File: src/rtl/z80_bus_monitor.sv
// Passive Z80 bus observer: classifies each bus transaction, keeps saturating
// per-class counters and a circular trace of opcode-fetch addresses, and flags
// end of run on fetch past END_ADDR, a sustained HALT, or a fetch watchdog.
module z80_bus_monitor #(
  parameter int                ADDR_W      = 16,
  parameter int                DATA_W      = 8,
  parameter logic [ADDR_W-1:0] END_ADDR    = ADDR_W'('h0050),
  parameter int                CNT_W       = 32,
  parameter int                TRACE_DEPTH = 16,
  parameter int                TIMEOUT     = 1024,
  localparam int               IDX_W       = $clog2(TRACE_DEPTH)
) (
  input  logic              clk,
  input  logic              rst_L,
  input  logic [ADDR_W-1:0] addr_bus,
  input  logic [DATA_W-1:0] data_out,
  input  logic              M1_L,
  input  logic              MREQ_L,
  input  logic              IORQ_L,
  input  logic              RD_L,
  input  logic              WR_L,
  input  logic              RFSH_L,
  input  logic              HALT_L,
  output logic              done,
  output logic [1:0]        status,
  output logic [CNT_W-1:0]  fetch_cnt,
  output logic [CNT_W-1:0]  mem_rd_cnt,
  output logic [CNT_W-1:0]  mem_wr_cnt,
  output logic [CNT_W-1:0]  io_cnt,
  output logic [ADDR_W-1:0] last_pc,
  output logic [DATA_W-1:0] last_wr_data,
  input  logic [IDX_W-1:0]  trace_idx,
  output logic [ADDR_W-1:0] trace_addr,
  output logic              trace_valid
);

  localparam logic [2:0] S_IDLE     = 3'd0;
  localparam logic [2:0] S_RUN      = 3'd1;
  localparam logic [2:0] S_DONE_END = 3'd2;
  localparam logic [2:0] S_HALTED   = 3'd3;
  localparam logic [2:0] S_TMO      = 3'd4;

  // Watchdog only needs to reach TIMEOUT-1; at that value the next idle edge fires.
  localparam int               WD_W    = (TIMEOUT < 2) ? 1 : $clog2(TIMEOUT);
  localparam logic [WD_W-1:0]  WD_LAST = (TIMEOUT < 1) ? '0 : WD_W'(TIMEOUT - 1);
  localparam logic [CNT_W-1:0] CNT_MAX = '1;
  localparam logic [IDX_W:0]   DEPTH   = (IDX_W+1)'(TRACE_DEPTH);

  logic [2:0]        r_state, w_nstate;
  logic [1:0]        r_status, w_nstatus;
  logic              r_done;
  logic              r_prev_act, r_halt_prev;
  logic [WD_W-1:0]   r_wd;
  logic [CNT_W-1:0]  r_fetch_cnt, r_mem_rd_cnt, r_mem_wr_cnt, r_io_cnt;
  logic [ADDR_W-1:0] r_last_pc;
  logic [DATA_W-1:0] r_last_wr_data;
  logic [IDX_W-1:0]  r_wptr;
  logic [IDX_W:0]    r_nent;
  logic [ADDR_W-1:0] r_buf [TRACE_DEPTH];

  logic w_act, w_start, w_fetch, w_mem_rd, w_mem_wr, w_io, w_wd_fire;
  logic [IDX_W-1:0] w_rd_idx;

  // A transaction is counted once, on the first cycle its strobes are seen;
  // refresh (no RD/WR) and interrupt acknowledge (no RD/WR) never qualify.
  assign w_act    = (!MREQ_L || !IORQ_L) && (!RD_L || !WR_L);
  assign w_start  = w_act && !r_prev_act;
  assign w_fetch  = w_start && !M1_L && !MREQ_L && !RD_L;
  assign w_mem_rd = w_start &&  M1_L && !MREQ_L && !RD_L;
  assign w_mem_wr = w_start && !MREQ_L && !WR_L;
  assign w_io     = w_start && !IORQ_L && (!RD_L || !WR_L);

  // A fetch in the firing cycle resets the watchdog instead of tripping it.
  assign w_wd_fire = (TIMEOUT != 0) && !w_fetch && (r_wd == WD_LAST);

  // Index 0 is the newest entry, i.e. the slot just behind the write pointer.
  assign w_rd_idx    = r_wptr - IDX_W'(1) - trace_idx;
  assign trace_addr  = r_buf[w_rd_idx];
  assign trace_valid = ({1'b0, trace_idx} < r_nent);

  assign done         = r_done;
  assign status       = r_status;
  assign fetch_cnt    = r_fetch_cnt;
  assign mem_rd_cnt   = r_mem_rd_cnt;
  assign mem_wr_cnt   = r_mem_wr_cnt;
  assign io_cnt       = r_io_cnt;
  assign last_pc      = r_last_pc;
  assign last_wr_data = r_last_wr_data;

  // Next-state: end address beats HALT beats watchdog; terminal states hold.
  always_comb begin
    w_nstate = r_state;
    case (r_state)
      S_IDLE: if (w_fetch) w_nstate = S_RUN;
      S_RUN: begin
        if (w_fetch && (addr_bus > END_ADDR)) w_nstate = S_DONE_END;
        else if (!HALT_L && r_halt_prev)      w_nstate = S_HALTED;
        else if (w_wd_fire)                   w_nstate = S_TMO;
      end
      default: w_nstate = r_state;
    endcase
  end

  // Status encoding of the next state, so status/done update on the same edge.
  always_comb begin
    w_nstatus = 2'b00;
    case (w_nstate)
      S_DONE_END: w_nstatus = 2'b01;
      S_HALTED:   w_nstatus = 2'b10;
      S_TMO:      w_nstatus = 2'b11;
      default:    w_nstatus = 2'b00;
    endcase
  end

  // State, registered status/done, start-edge and HALT history, watchdog.
  always_ff @(posedge clk or negedge rst_L) begin
    if (!rst_L) begin
      r_state     <= S_IDLE;
      r_status    <= 2'b00;
      r_done      <= 1'b0;
      r_prev_act  <= 1'b0;
      r_halt_prev <= 1'b0;
      r_wd        <= '0;
    end else begin
      r_state     <= w_nstate;
      r_status    <= w_nstatus;
      r_done      <= |w_nstatus;
      r_prev_act  <= w_act;
      r_halt_prev <= !HALT_L;
      if (w_fetch)
        r_wd <= '0;
      else if (r_state == S_RUN && r_wd != WD_LAST)
        r_wd <= r_wd + WD_W'(1);
    end
  end

  // Saturating event counters and last-seen values; these keep running after done.
  always_ff @(posedge clk or negedge rst_L) begin
    if (!rst_L) begin
      r_fetch_cnt    <= '0;
      r_mem_rd_cnt   <= '0;
      r_mem_wr_cnt   <= '0;
      r_io_cnt       <= '0;
      r_last_pc      <= '0;
      r_last_wr_data <= '0;
    end else begin
      if (w_fetch  && r_fetch_cnt  != CNT_MAX) r_fetch_cnt  <= r_fetch_cnt  + CNT_W'(1);
      if (w_mem_rd && r_mem_rd_cnt != CNT_MAX) r_mem_rd_cnt <= r_mem_rd_cnt + CNT_W'(1);
      if (w_mem_wr && r_mem_wr_cnt != CNT_MAX) r_mem_wr_cnt <= r_mem_wr_cnt + CNT_W'(1);
      if (w_io     && r_io_cnt     != CNT_MAX) r_io_cnt     <= r_io_cnt     + CNT_W'(1);
      if (w_fetch)  r_last_pc      <= addr_bus;
      if (w_mem_wr) r_last_wr_data <= data_out;
    end
  end

  // Trace write pointer and saturating entry count.
  always_ff @(posedge clk or negedge rst_L) begin
    if (!rst_L) begin
      r_wptr <= '0;
      r_nent <= '0;
    end else if (w_fetch) begin
      r_wptr <= r_wptr + IDX_W'(1);
      if (r_nent != DEPTH) r_nent <= r_nent + (IDX_W+1)'(1);
    end
  end

  // Trace storage; contents are masked by trace_valid after reset.
  always_ff @(posedge clk) begin
    if (w_fetch) r_buf[r_wptr] <= addr_bus;
  end

endmodule

File: config.mk
export PLATFORM = sky130hd
export DESIGN_NAME = z80_bus_monitor
export DESIGN_NICKNAME = d
export VERILOG_FILES = /design/src/rtl/z80_bus_monitor.sv
export SDC_FILE = /design/constraint.sdc
export NUM_CORES = 1
export LEC_CHECK = 0
export ABC_AREA = 0
export CORE_ASPECT_RATIO = 1.75
export CORE_MARGIN = 5
export CORE_UTILIZATION = 45
export CTS_CLUSTER_SIZE = 40
export DETAILED_ROUTE_END_ITERATION = 8
export PLACE_DENSITY = 0.66
export SLEW_MARGIN = 30
export SYNTH_ARGS = -nofsm -noshare
export SYNTH_HDL_FRONTEND = slang
export SYNTH_SLANG_ARGS = --single-unit
File: constraint.sdc
create_clock -name clk -period 9.9 [get_ports clk]
set_input_delay 1.98 -clock clk [delete_from_list [all_inputs] [get_ports clk]]
set_output_delay 1.98 -clock clk [all_outputs]
set_load 0.01 [all_outputs]
Word-level counts from Yosys, hierarchy flattened
Memory sizes are Yosys's and may differ from the RTL's.
Index checks and enable logic that the tools add are counted.
W data, S select, Z words.
- bits in registers: 179
- bits in writable memories: 256
- input bits: 37
- memories kept: 1
- add/sub/neg operators: 9
- $lt $le $gt $ge: 2
- equality and inequality tests: 11
- multiplexer cells: 10
- reduce and logical (&&, ||, !) cells: 34
- memory list (memory ; depth ; width ; rd ports ; clocked after memory_dff ; write ports ; RTL line ; source):
    r_buf ; 16 ; 16 ; 1 ; 0 ; 1 ; 59 ; logic [ADDR_W-1:0] r_buf [TRACE_DEPTH];
- operators with widths (kind ; count):
    $add A32 B1 Y32 const B ; 4
    $ne A32 B32 Y1 const B ; 4
    $logic_and A1 B1 Y1 ; 20
    $mux W10 ; 2
    $gt A16 B7 Y1 const B ; 1
    $mux W3 ; 4
    $add A10 B1 Y10 const B ; 1
    $eq A10 B10 Y1 const B ; 1
    $ne A10 B10 Y1 const B ; 1
    $logic_not A1 Y1 ; 8
    $eq A3 B2 Y1 const B ; 2
    $pmux W2 S3 ; 1
    $pmux W3 S2 ; 1
    $add A5 B1 Y5 const B ; 1
    $lt A4 B5 Y1 ; 1
    $ne A5 B5 Y1 const B ; 1
    $add A4 B1 Y4 const B ; 1
    $sub A4 B1 Y4 const B ; 1
    $sub A4 B4 Y4 ; 1
    $eq A3 B1 Y1 const B ; 1
    $eq A3 B3 Y1 const B ; 1
    $logic_not A3 Y1 ; 1
    $logic_or A1 B1 Y1 ; 2
    $mux W1 ; 2
    other kinds (3) ; 3

Depth between registers and ports, before layout
Gate-level depths: netlist (run 1).
- depth in word-level cells: 16
- mapped depth: 9
- gate-level depth less buffers: 7

Least setup slack after synthesis (run 1)
OpenSTA, ideal clock, no wires.
- kind: input -> output
- from: input port trace_idx[0]
- to: output port trace_addr[10]
- data arrival time: 4.137 ns
- setup slack: 3.783 ns
- cell stages on the path: 9
- buffers on the path: 3
- cells stage by stage: inv_1 > ha_1 > fa_1 > buf_2 > clkbuf_1 > buf_1 > mux4_2 > nand2_1 > a31oi_1
- longest elaborated chain between the ends: 2
- ends and longest elaborated chain (item ; RTL line ; source):
    start: declaration ; 32 ; input logic [IDX_W-1:0] trace_idx,
    $sub A4 B4 Y4 ; 77 ; assign w_rd_idx = r_wptr - IDX_W'(1) - trace_idx;
    $mem_v2 Z16 W16 ; -- ;
    end: declaration ; 33 ; output logic [ADDR_W-1:0] trace_addr,
Every way passes these cells.

Worst setup path after layout (run 1)
- from: input port trace_idx[0]
- to: output port trace_addr[8]
Same word-level chain as after synthesis.

==> results of run 1 <==
==> through the flow <==
stage / hold slack [ns] / worst slack, ns / instance area, sq um / utilization (%)
floorplan: 0.460 / 3.78 / 18300 / -
global placement: 0.463 / 2.19 / 21100 / 52.6
detailed placement: 0.463 / 2.19 / 21200 / 52.7
CTS: 0.478 / 2.20 / 22500 / 56.0
global route: 0.493 / 2.03 / 22500 / 56.0
finish: 0.476 / 2.24 / 22500 / 56.0
==> sequential cells by signal (all words and copies together) (netlist names) <==
name and cells:
r_buf 256, fetch_cnt 32, io_cnt 32, mem_rd_cnt 32, mem_wr_cnt 32, last_pc 16
r_wd 10, last_wr_data 8, r_nent 5, r_wptr 4, r_state 3, status 2
done 1, r_halt_prev 1, r_prev_act 1
==> how the worst max path moves through the flow <==
| stage | from | endpoint | slack (ns) | cells after the start |
|---|---|---|---|---|
| after floorplan | trace_idx[0] | trace_addr[10] | 3.78 | 9 |
| after global placement | trace_idx[0] | trace_addr[8] | 2.19 | 10 |
| after detailed placement | trace_idx[0] | trace_addr[10] | 2.19 | 10 |
| after CTS | trace_idx[0] | trace_addr[8] | 2.20 | 10 |
| after global routing | trace_idx[0] | trace_addr[10] | 2.03 | 10 |
| final | trace_idx[0] | trace_addr[8] | 2.24 | 10 |
==> logic make-up after synthesis <==
| group | count (synthesis) |
|---|---|
| buffers and inverters | 58 |
| AND/OR/NAND/NOR | 453 |
| AO/OA/AOI/OAI | 76 |
| adder cells (fa/ha/maj) | 18 |
| multiplexers | 77 |
| flip-flops | 435 |
| XOR/XNOR | 137 |
==> layer usage <==
metal | share of wire, % | vias to the layer above | track usage [%]
met1 | 37 | 5701 | 22.2
met3 | 5.7 | 72 | 4.41
met4 | 2.4 | 0 | 5.32
met2 | 55 | 339 | 37.1
met5 | 0 | - | 0
li1 | - | 5181 | -
==> power breakdown <==
part	internal, mW	switching, mW	total [mW]
registers	2.03	0.121	2.15
logic	0.836	0.862	1.70
clock network	0.843	0.685	1.53
total	3.71	1.67	5.37
==> cell type report <==
cell class                 instances  area (sq um)  area share (%)
clock inverter                    23           175           0.779
timing repair buffer             236          2320            10.3
multi-input combinational        761          5950            26.5
inverter                          16          60.1           0.267
clock buffer                      52          1130            5.02
tap                              544           681            3.03
sequential                       435         12200            54.1
==> cell usage in the layout, fill, tap and decap left out, types with 4 or more instances in the layout <==
master | netlist | routed
a211oi_1 | 17 | 17
a21oi_1 | 13 | 13
a31oi_1 | 24 | 23
and2_1 | 25 | 25
and3_1 | 27 | 27
and4_1 | 15 | 15
buf_4 | 0 | 27
clkbuf_1 | 27 | 6
clkbuf_16 | 0 | 42
clkbuf_8 | 0 | 4
clkdlybuf4s50_1 | 0 | 206
clkinv_1 | 0 | 4
clkinv_2 | 0 | 12
dfrtp_1 | 179 | 179
edfxtp_1 | 256 | 256
ha_1 | 17 | 16
inv_1 | 16 | 16
mux2_2 | 12 | 12
mux4_2 | 64 | 64
nand2_1 | 142 | 142
nand2b_1 | 5 | 5
nand3_1 | 72 | 72
nand4_1 | 51 | 51
nor2_1 | 47 | 47
nor3_1 | 28 | 23
nor3_2 | 0 | 5
nor4_1 | 12 | 11
nor4_2 | 3 | 4
o21ai_0 | 6 | 6
or3_1 | 6 | 6
or4_1 | 5 | 5
xnor2_1 | 112 | 110
xor2_1 | 25 | 24
==> critical path, delay by kind of cell <==
family,cells,cell delay [ns]
compound gates,2,0.36
simple gates,1,0.17
buf+inv,4,1.52
mux,1,0.34
fa+ha+maj,2,1.28
==> flow_summary.yaml, run 1 <==
yosys:
  ys.flop_type: "edfxtp_1"
  synth_compound_area_share_pct: 2.89
  yosysTopAreaCell: "edfxtp_1"
  synth_area_sq_um: 18300
  ys_ff_latch: 435
  yosysMostFrequentCell: "edfxtp_1"
  synth_xor_area_share_pct: 6.57
  synth_top_area_share_pct: 42.1
  synth_top_family_by_area: "simple AND/OR/NAND/NOR gates"
  synthAdderAreaFrac_pct: 1.27
  ys_async_sr_fraction_pct: 41.1
  muxShareOfSynthArea_pct: 8.68
  netlist_top_cells_count: "256 x edfxtp_1, 179 x dfrtp_1, 142 x nand2_1, 112 x xnor2_1, 72 x nand3_1"
  yosys.area_share.simple_pct: 12.7
  synth_area_leaders: "edfxtp_1 42%, dfrtp_1 25%, mux4_2 7.9%, xnor2_1 5.4%, nand2_1 2.9%"
  synthCells: 1254
  yosysSeqAreaShare_pct: 66.6
  synth_edf_count: 256
  avgSynthCellArea_sq_um: 14.6
  ys_warn_count: 0
  yosysUniqueCellTypes: 53
  syn_nets: 1309
floorplanning:
  die_area_sq_um: 44900
  ioPinCount: 209
  num_rows: 97
  start_util_pct: 45.5
  die_width_um: 162
  die-height_um: 277
  core_region_area_sq_um: 40200
setup_path:
  end_kind: "output pin"
  crit_fanout: 31
  r2r-start: "r_prev_act"
  cp_slowest_cell: "fa_2"
  cp.arrival_ns: 5.68
  path_cells: "clkdlybuf4s50_1, inv_1, ha_4, fa_2, buf_4, mux4_2, and2_1, a211oi_1, a31oi_1, clkdlybuf4s50_1"
  rrSetupSlack_ns: 7.13
  crit_top_cell: "clkdlybuf4s50_1"
  critical_path_required_ns: 7.92
  reg2reg_to: "fetch_cnt[25]"
  critPathLaunchType: "input pin"
  r2r_cells: 5
  max_stage_delay_ns: 1.12
  path_class: "input pin to output pin"
hold_path:
  min_to: "last_pc[10]"
  holdPathStages: 2
  hold_class: "flip-flop to flip-flop"
  min_from: "last_pc[10]"
cts:
  clock_latency_ns: 0.55
  tritoncts: "yes"
  cts_resized: 0
  cts_root_buffer: "clkbuf_16"
  numCtsBuffers: 41
  ctsHoldBuffers: 0
  h-tree-depth: 2
  cts_buffer_depth: 3
  clk_transition_reported_paths_ns: 0.07
  post_cts_buffers: 0
  clkSinkCount: 435
detailed_routing:
  drc: 0
  vias: 11300
  vias_per_cell: 5.46
  detail-route-antenna-nets: 0
  drtPass1Iterations: 5
  wl_mm: 43.9
  first_iter_violations: 580
  wl_per_cell_um: 21.2
place:
  portBuffers: 207
  place.gp.congestion: 0.812
  dpl.hpwl_mm: 29.7
  numPlacedInstances: 1992
cells_and_area:
  fillers: 3235
  drive_gt1_share_pct: 12.8
  diodes: 0
  syn_to_final_growth_pct: 23.0
  fin_nets: 1546
  stdcell_count: 2067
global_route:
  grt_antenna_before_repair: 2
  grt_pass1_wl_mm: 69.7
  grt_pass1_vias: 12100
  grt_usage_pct: 19.7
  grt_max_degree: 109
  grt_overflow: 0
pwr:
  leakagePower_nw: 8.21
  power.total_mw: 5.37
  power_per_cell_area_nw_per_um2: 239
  ir_drop_mv: 0.185
timing:
  fin_tns_setup_ns: 0
  post-route-period-util_pct: 77.3
  slew_headroom_pct: 37.4
  final.min_clock_period_ns: 7.66
  finalHoldViolCount: 0
  finalSetupViolations: 0
  skew_ns: 0.0205
  slew_violations: 0
  tightest_slew_ns: 0.930
  max_clock_freq_mhz: 131
  rsz0062_at_grt: "no"
run:
  cap_violations: 0
run_status:
  run_status: "complete, no violations"
Power figures use the tool's default switching activity.
==> inputs of run 2 (changes only) <==
==> constraint.sdc (replaced) <==
create_clock -name clk -period 7.2 [get_ports clk]
set_input_delay 1.44 -clock clk [delete_from_list [all_inputs] [get_ports clk]]
set_output_delay 1.44 -clock clk [all_outputs]
set_load 0.01 [all_outputs]
==> flow_summary.yaml, run 2 (synthesized netlist as in run 1, its figures left out) <==
run_status:
  run_status: "complete, no violations"
cells_and_area:
  fin_nets: 1553
  largest_reg_flops: 256
  drive_gt1_share_pct: 12.8
  regMostFlops: "r_buf"
  post-route-util_pct: 56.2
  final_cell_area_sq_um: 22600
  diodes: 0
  final_common_cell: "edfxtp_1"
  syn_to_final_growth_pct: 23.7
  final_cell_mix: "256 x edfxtp_1, 206 x clkdlybuf4s50_1, 179 x dfrtp_1"
  fillers: 3251
pwr:
  power.total_mw: 7.43
  leakagePower_nw: 8.25
  power_per_cell_area_nw_per_um2: 329
  ir_drop_mv: 0.217
detailed_routing:
  vias_per_cell: 5.42
  detail-route-antenna-nets: 0
  first_iter_violations: 593
  wl_per_cell_um: 20.9
  highest_layer: "met5"
  drc: 0
  met3WireLength_mm: 2.77
  wl_met2_mm: 23.7
  drt-met1-wl_mm: 15.8
  drtPass1Iterations: 7
  vias: 11200
  wl_mm: 43.3
timing:
  skew_ns: 0.0129
  finalHoldViolCount: 0
  fin_tns_setup_ns: 0
  tightest_slew_ns: 0.892
  rsz0062_at_grt: "no"
  post-route-period-util_pct: 86.6
  slew_headroom_pct: 40.2
  slew_violations: 0
  final.min_clock_period_ns: 6.24
  hold_slack_ns: 0.478
  max_clock_freq_mhz: 160
  finalSetupViolations: 0
setup_path:
  r2r-start: "r_prev_act"
  cp_num_buf_inv: 5
  cp.arrival_ns: 4.80
  end_kind: "output pin"
  cp_top_family: "buffers and inverters"
  critPathLaunchType: "input pin"
  critical_path_required_ns: 5.76
  rrSetupSlack_ns: 4.48
  path_class: "input pin to output pin"
  r2r_cells: 5
  cp_slowest_cell: "fa_2"
  reg2reg_to: "fetch_cnt[19]"
  max_stage_delay_ns: 0.88
  crit_fanout: 17
  path_cells: "clkdlybuf4s50_1, inv_1, ha_4, fa_2, buf_4, buf_4, mux4_2, a211oi_1, a31oi_1, clkdlybuf4s50_1"
hold_path:
  min_from: "last_pc[0]"
  holdPathStages: 2
  hold_class: "flip-flop to flip-flop"
  min_to: "last_pc[0]"
global_route:
  grt_max_degree: 109
  grt_usage_pct: 19.4
  grt_overflow: 0
  grt_pass1_vias: 11800
  grt_antenna_before_repair: 2
  grt_pass1_wl_mm: 68.5
floorplanning:
  start_util_pct: 45.5
  core_region_area_sq_um: 40200
  die-height_um: 277
  ioPinCount: 209
  die_width_um: 162
  num_rows: 97
  die_area_sq_um: 44900
cts:
  cts_buffer_depth: 3
  tritoncts: "yes"
  post_cts_buffers: 0
  clock_latency_ns: 0.55
  cts_root_buffer: "clkbuf_16"
  clk_transition_reported_paths_ns: 0.06
  ctsHoldBuffers: 0
  h-tree-depth: 2
  clkSinkCount: 435
  cts_resized: 0
  numCtsBuffers: 41
place:
  portBuffers: 207
  place.gp.congestion: 0.813
  dpl_cell_area_sq_um: 21200
  dpl.hpwl_mm: 29.9
run:
  cap_violations: 0
-- run 2: worst register-to-register path, stage by stage, from the launching register on --
cell and delay, ns:
dfrtp_1 0.44, or4_4 0.70, nor4_1 0.80, and2_1 0.34, nand4_1 0.15, xnor2_1 0.17
-- run 2: worst max path at each step --
stage	start	to	slack, ns	cells after the start
detailed placement	trace_idx[0]	trace_addr[10]	0.91	10
floorplan	trace_idx[0]	trace_addr[10]	2.16	9
finish	trace_idx[0]	trace_addr[10]	0.96	10
global placement	trace_idx[0]	trace_addr[10]	0.93	10
CTS	trace_idx[0]	trace_addr[10]	0.91	10
global route	trace_idx[0]	trace_addr[15]	0.78	10
-- run 2: report_power, final --
part	internal, mW	switching (mW)	total [mW]
clock	1.21	0.935	2.15
sequential	2.79	0.164	2.95
combinational	1.17	1.17	2.34
total	5.17	2.27	7.43
-- run 2: routing by layer --
layer,up-vias,global-route usage [%]
li1,5201,-
met1,5674,21.9
met2,304,35.9
met3,59,4.93
met4,2,5.62
met5,-,0
-- run 2: per-stage QoR --
step | std cells | worst slack, ns
6_report | 2072 | 0.963
4_1_cts | 2071 | 0.906
5_1_grt | 2072 | 0.780
3_3_place_gp | 1998 | 0.926
3_5_place_dp | 1998 | 0.907
2_1_floorplan | 1254 | 2.16
-- run 2: cell type report --
cell class	instances	area (sq um)	share of cell area, %
Clock buffer	55	1120	4.95
Clock inverter	18	218	0.964
Inverter	16	60.1	0.266
Multi-Input combinational cell	761	5950	26.3
Sequential cell	435	12200	53.9
Tap cell	544	681	3.01
Timing Repair Buffer	243	2400	10.6
==> inputs of run 3 (changes only) <==
--- a/config.mk
+++ b/config.mk
@@ -12,6 +12,7 @@
 export CTS_CLUSTER_SIZE = 40
 export DETAILED_ROUTE_END_ITERATION = 8
 export PLACE_DENSITY = 0.66
+export SKIP_LAST_GASP = 1
 export SLEW_MARGIN = 30
 export SYNTH_ARGS = -nofsm -noshare
 export SYNTH_HDL_FRONTEND = slang
==> results of run 3 <==
Final layout, timing and power as in run 2 (identical DEF).
